### src/rtl/prog_loader.sv
// Framed byte-stream program loader: assembles big-endian words, writes them to
// program memory with a pclk strobe, checks an XOR checksum, then pulses cpu_rst.
module prog_loader #(
  parameter logic [15:0] PROG_START = 16'h000F,
  parameter logic [15:0] MAX_WORDS  = 16'hFFF0,
  parameter logic [23:0] TIMEOUT    = 24'd1_000_000,
  parameter int unsigned RST_CYCLES = 4
) (
  input  logic        clk,
  input  logic        rst_n,
  input  logic [7:0]  rx_data,
  input  logic        rx_valid,
  output logic        rx_ready,
  output logic        pgm,
  output logic        pclk,
  output logic [15:0] mem_addr,
  output logic [15:0] mem_data,
  output logic        mem_we,
  output logic        cpu_rst,
  output logic        done,
  output logic        err
);

  localparam logic [7:0] SYNC     = 8'hA5;
  localparam logic [3:0] RST_LAST = 4'(RST_CYCLES - 1);

  typedef enum logic [3:0] {
    IDLE, LEN_H, LEN_L, DATA_H, DATA_L, WRITE, STROBE, CHK, RUN, ERR
  } state_t;

  state_t      state;
  logic        live;
  logic [7:0]  len_h;
  logic [15:0] len;
  logic [15:0] idx;
  logic [7:0]  hi;
  logic [7:0]  acc;
  logic [23:0] tmo;
  logic [3:0]  rst_cnt;
  logic        xfer;
  logic        in_frame;
  logic [15:0] len_in;

  // live keeps rx_ready low until the first clock after reset release
  assign rx_ready = live && (state inside {IDLE, LEN_H, LEN_L, DATA_H, DATA_L, CHK, ERR});
  assign xfer     = rx_valid && rx_ready;
  assign in_frame = state inside {LEN_H, LEN_L, DATA_H, DATA_L, CHK};
  assign len_in   = {len_h, rx_data};

  assign pgm     = !(state inside {IDLE, RUN});
  assign pclk    = (state == STROBE);
  assign mem_we  = (state inside {WRITE, STROBE});
  assign cpu_rst = (state == RUN);
  assign err     = (state == ERR);

  always_ff @(posedge clk or negedge rst_n) begin
    if (!rst_n) begin
      state    <= IDLE;
      live     <= 1'b0;
      len_h    <= 8'h00;
      len      <= 16'h0000;
      idx      <= 16'h0000;
      hi       <= 8'h00;
      acc      <= 8'h00;
      tmo      <= 24'd0;
      rst_cnt  <= 4'd0;
      mem_addr <= 16'h0000;
      mem_data <= 16'h0000;
      done     <= 1'b0;
    end else begin
      live <= 1'b1;
      done <= 1'b0;
      case (state)
        IDLE, ERR: begin
          if (xfer && rx_data == SYNC) begin
            state <= LEN_H;
            idx   <= 16'h0000;
            acc   <= 8'h00;
          end
        end
        LEN_H: begin
          if (xfer) begin
            len_h <= rx_data;
            state <= LEN_L;
          end
        end
        LEN_L: begin
          if (xfer) begin
            len <= len_in;
            if (len_in == 16'h0000 || len_in > MAX_WORDS) state <= ERR;
            else state <= DATA_H;
          end
        end
        DATA_H: begin
          if (xfer) begin
            hi    <= rx_data;
            acc   <= acc ^ rx_data;
            state <= DATA_L;
          end
        end
        DATA_L: begin
          if (xfer) begin
            mem_addr <= PROG_START + idx;
            mem_data <= {hi, rx_data};
            acc      <= acc ^ rx_data;
            state    <= WRITE;
          end
        end
        WRITE: state <= STROBE;
        STROBE: begin
          idx   <= idx + 16'd1;
          state <= (idx + 16'd1 == len) ? CHK : DATA_H;
        end
        CHK: begin
          if (xfer) begin
            rst_cnt <= 4'd0;
            state   <= (rx_data == acc) ? RUN : ERR;
          end
        end
        RUN: begin
          if (rst_cnt == RST_LAST) begin
            state <= IDLE;
            done  <= 1'b1;
          end else begin
            rst_cnt <= rst_cnt + 4'd1;
          end
        end
        default: state <= IDLE;
      endcase

      // Inter-byte watchdog; overrides the case above when it expires
      if (in_frame && !xfer) begin
        if (tmo == TIMEOUT - 24'd1) begin
          tmo   <= 24'd0;
          state <= ERR;
        end else begin
          tmo <= tmo + 24'd1;
        end
      end else begin
        tmo <= 24'd0;
      end
    end
  end

endmodule

### config.mk
export PLATFORM = sky130hd
export DESIGN_NAME = prog_loader
export DESIGN_NICKNAME = d
export VERILOG_FILES = /design/src/rtl/prog_loader.sv
export SDC_FILE = /design/constraint.sdc
export NUM_CORES = 1
export LEC_CHECK = 0
export ABC_AREA = 1
export CAP_MARGIN = 20
export CELL_PAD_IN_SITES_DETAIL_PLACEMENT = 1
export CELL_PAD_IN_SITES_GLOBAL_PLACEMENT = 2
export CORE_MARGIN = 2
export CORE_UTILIZATION = 35
export CTS_CLUSTER_SIZE = 20
export DETAILED_ROUTE_END_ITERATION = 8
export GPL_TIMING_DRIVEN = 0
export PLACE_DENSITY = 0.87
export SLEW_MARGIN = 20
export SYNTH_ARGS = -nofsm -noshare
export SYNTH_HDL_FRONTEND = slang
export SYNTH_SLANG_ARGS = --single-unit
### constraint.sdc
create_clock -name clk -period 2 [get_ports clk]
set_input_delay 0.2 -clock clk [delete_from_list [all_inputs] [get_ports clk]]
set_output_delay 0.2 -clock clk [all_outputs]
set_load 0.03 [all_outputs]
; ---- Yosys cells after proc, flatten, opt, wreduce, memory -nomap -nowiden
; Index checks and enable logic that the tools add are counted.
; Widths: inputs -> output; s select.
[word_totals]
reg_bits = 122
[classes]
bitwise_logic = 1
n_reduce_logical = 25
eq_ne = 18
add_sub_neg = 4
magnitude_cmp = 1
muxes = 25
[ops]
columns = operator, n
row1 = $mux 24, 2
row2 = $mux 4, 12
row3 = $pmux 4 s9, 1
row4 = $pmux 16 s2, 1
row5 = $add 24x1->24 const B, 1
row6 = $eq 24x20->1 const B, 1
row7 = $add 16x1->16 const B, 1
row8 = $add 4x16->16 const A, 1
row9 = $eq 16x16->1, 1
row10 = $eq 4x3->1 const B, 4
row11 = $gt 16x16->1 const B, 1
row12 = $logic_not 16->1, 1
row13 = $mux 16, 1
row14 = $mux 8, 2
row15 = $pmux 8 s2, 1
row16 = $eq 4x2->1 const B, 3
row17 = $reduce_and 2->1, 5
row18 = $reduce_bool 2->1, 5
row19 = $eq 4x4->1 const B, 2
row20 = $eq 8x8->1, 1
row21 = $eq 8x8->1 const B, 1
row22 = $pmux 4 s2, 1
row23 = $xor 8x8->8, 1
row24 = $reduce_bool 7->1, 1
row25 = 13 further kinds, 23

; ---- Depth between registers and ports, before layout
[depth]
depth_word = 9
mapped_depth = 14

; ---- Worst setup path before layout
; OpenSTA, ideal clock, no wires.
[synth_timing]
path_type = reg-to-output
startpoint = register state[0]
endpoint = output mem_we
slack_ns = -0.217
path_buffers = 1
required_time_ns = 1.800
path_stages_with_launch = 7
t_arrival_ns = 2.017
cell_sequence = dfrtp_1 inv_1 nand2_1 nor2_1 clkinv_1 clkbuf_1 nand2_1
[synth_via]
elab_chain_cells = 2
elab_cells_between_ends = 3
cone_classes = eq/ne: 2 / reduce/logical: 1
[synth_rtl]
columns = element, line
row1 = from (decl), 31  ; state_t state;
row2 = from (signal assigned), 112  ; state <= (idx + 16'd1 == len) ? CHK : DATA_H;
row3 = from (signal assigned), 117  ; state <= (rx_data == acc) ? RUN : ERR;
row4 = $eq 4x3->1, --
row5 = net pclk, 15  ; output logic pclk,
row6 = $reduce_bool 2->1, 52  ; assign mem_we = (state inside {WRITE, STROBE});
row7 = to (decl), 18  ; output logic mem_we,
; The timed path passes the listed nets, and every way through them passes these cells.

; ---- Final worst setup path
[layout_timing]
startpoint = register idx[0]
endpoint = register state[2]
[layout_via]
elab_chain_cells = 6
[layout_rtl]
columns = element, line
row1 = from (decl), 35  ; logic [15:0] idx;
row2 = from (signal assigned), 111  ; idx <= idx + 16'd1;
row3 = $add 16x1->16 *, 112
row4 = $eq 16x16->1 *, 112
row5 = $mux 3 *, 112
row6 = $pmux 4 s9 *, 73  ; case (state)
row7 = $mux 4, 133  ; if (tmo == TIMEOUT - 24'd1) begin
row8 = $mux 4 *, 132  ; if (in_frame && !xfer) begin
; Every way passes the cells marked *; elsewhere a longest branch is shown, timed or not.
; A chain may end at the register's enable or synchronous reset.

==> flow_summary.yaml <==
detailed_routing:
  vias_per_cell: 5.11
  drtIter0Drc: 383
  wl_per_cell_um: 16.8
  drc_errors: 0
  routed_wl_mm: 18.7
  route.vias.total: 5700
  antenna_left: 0
  drt_first_pass_iters: 4
cts:
  cts_root_buf: "clkbuf_16"
  cts_tree: "yes"
  clk_pin_slew_ps: 60
  h-tree-depth: 4
  clock_latency_ps: 430
  tritoncts.num_buffers: 17
  clk_path_buf_depth: 2
  cts_sinks: 122
sta:
  worst_slack_ps: 46.4
  fin_worst_skew_ps: 6.31
  period_share: 0.977
  hold_slack_ps: 246
  tns_ps: 0
  hold_violations: 0
  setup_violations: 0
  grt_setup_unrepaired: "true"
  fmax_mhz: 512
  post-route-min-period_ps: 1950
  drv_slew: 0
die:
  fp.dieH_um: 137
  pin_count: 50
  die_area_mm2: 0.0189
  start_util: 0.358
  fp-row-count: 48
  core_region_area_mm2: 0.0174
  die_x_um: 137
power_and_ir_drop:
  seqPwrFrac: 0.343
  power_frac_comb: 0.308
  swShare: 0.351
  powerDensity_mw_per_mm2: 1180
  leakage_nw: 3.90
  p_switching_mw: 3.36
  clockPowerShare: 0.349
  vdd_drop_max_mv: 0.683
  internal-power_mw: 6.22
critical_path:
  start_kind: "flop"
  crit_path_end_kind: "flop"
  crit_required_ps: 2350
  crit_slowest_cell: "dfrtp_2"
  worstPathArrival_ps: 2310
  r2r_setup_slack_ps: 50
  criticalPathCategory: "flop to flop"
  max_stage_delay_ps: 440
  cp_common_cell: "nor2_1"
  path_max_fanout: 5
  worstPathCellList: "clkinvlp_4, ha_4, xnor2_2, nand3_1, nor2_1, nand2_1, nor2_1, nand3_1, nor2_1, nand2_1, a21oi_2"
logic_synthesis:
  synthMuxAreaShare: 0.00422
  yosys-top-cells-area: "dfrtp_1 (49%), nand2_1 (12%), inv_1 (5.2%)"
  synth-compound-area-share: 0.0899
  synth-seq-cells: 122
  synth_area_per_cell_um2: 7.97
  synth_top_family_by_area: "simple AND/OR/NAND/NOR gates"
  syn_inst: 781
  syn-num-nets: 796
  syn_area_mm2: 0.00622
  synthSimpleGateAreaFrac: 0.282
  ys_warn_count: 0
  ys_types: 38
  yosysSeqAreaShare: 0.491
  synth_fa_ha_area_frac: 0.00805
  netlist.top_cell.by_area: "dfrtp_1"
  synth_top_area_share: 0.491
  synth-xor-area-share: 0.0529
run:
  drv_cap: 0
layout:
  layout-drive-gt1-share: 0.157
  syn_to_final_growth_pct: 31.1
  layout_commonest_cell: "nand2_1"
  nets: 892
  final_cell_mix: "nand2_1 (189), dfrtp_1 (119), inv_1 (85)"
  num-fill-cells: 2057
  num_antenna_cells: 0
place:
  place.gp.congestion: 0.839
  io_buffers: 49
  dp_slack_ps: -796
  dp_hpwl_mm: 13.0
global_route:
  grt_pass1_vias: 5902
  grt_pass1_wl_mm: 30.1
  grt_usage: 0.207
  antenna_found_initial: 0
  grt_overflow: 0
  grt_max_degree: 80
worst_hold_path:
  hold_path_class: "primary input to async pin"
run_status:
  status: "complete, no violations"
==> final cells by class <==
class	instances	area, um2	area share
Multi-Input combinational cell	549	2930	0.360
Buffer	16	150	0.0184
Sequential cell	122	3060	0.375
Tap cell	225	282	0.0345
Inverter	94	372	0.0456
Clock inverter	11	168	0.0206
Clock buffer	21	470	0.0577
Timing Repair Buffer	77	721	0.0884
==> registers in the layout, summed over array words and instances, names as in the netlist <==
signal and cells:
mem_data 16, mem_addr 16, acc 8, live 1, idx 16, state 4
tmo 24, hi 8, done 1, rst_cnt 4, len 16, len_h 8
==> logic make-up (layout without fill, tap and decap cells) <==
logic type                 count (synthesis)  in the layout
and+or+nand+nor                          401            401
DFF                                      122            122
buffers and inverters                    110            219
AOI/OAI and AO/OA                        105            105
xor gates and xnor gates                  36             36
adders and majority gates                  4              4
muxes                                      2              2
other                                      1              1
==> cells in the mapped netlist (all sizes together) <==
cell / count
a21oi: 13
a31oi: 2
buf: 11
clkbuf: 5
clkinv: 2
conb: 1
dfrtp: 122
ha: 4
inv: 92
mux2: 2
nand2: 201
nand3: 60
nand3b: 4
nand4: 24
nor2: 91
nor3: 13
nor3b: 1
nor4: 7
o21a: 1
o21ai: 71
o22ai: 17
o32ai: 1
xnor2: 14
xnor3: 1
xor2: 21
==> per-layer routing <==
layer | share of wire | wire (um) | track usage
met1 | 0.46 | 8620 | 0.267
met2 | 0.49 | 9120 | 0.344
met3 | 0.032 | 590 | 0.0423
met4 | 0.020 | 374 | 0.0756
met5 | 0 | 0 | 0
==> power groups by stage <==
stage	logic, mW	registers, mW	clock network [mW]
global route	3.32	3.35	3.48
detailed placement	2.66	3.31	0
floorplan	1.83	3.31	0
global placement	2.57	3.29	0
finish	2.96	3.29	3.34
CTS	2.76	3.27	3.39
==> worst max-delay path, delay by kind of cell (launching register included) <==
family                   cells  cell delay, ps
flip-flops                   1             440
XOR/XNOR                     1             110
AO/OA/AOI/OAI                1             140
AND/OR/NAND/NOR              7             630
adder cells (fa/ha/maj)      1             340
buffers and inverters        1             200
==> through the flow <==
stage	power, mW	instance area [um2]	std cells	util
global route	10.2	8150	1115	0.470
CTS	9.42	7840	1098	0.452
floorplan	5.14	6230	781	-
detailed placement	5.97	7030	1056	0.405
global placement	5.86	7000	1055	0.403
finish	9.58	8150	1115	0.470
==> what timing repair did <==
action | 4_1_cts | 5_1_grt
hold buffers | 1 | 0
pin swaps | 4 | 12
endpoints found under the setup margin | 91 | 122
endpoints found under the hold margin | 43 | 0
resized for setup | 48 | 57
buffers inserted | 9 | 17
==> worst paths after layout <==
| kind | start | end | depth (start not counted) |
|---|---|---|---|
| worst max-delay path | idx[0] | state[2] | 11 |
| worst min-delay path | rst_n | tmo[21] | 2 |
| worst max register to register | idx[0] | state[2] | 11 |
| worst min register to register | tmo[0] | tmo[0] | 1 |
| max in group asynchronous | rst_n | idx[0] | 3 |
| min in group clk | tmo[0] | tmo[0] | 1 |
Power figures use the tool's default switching activity.
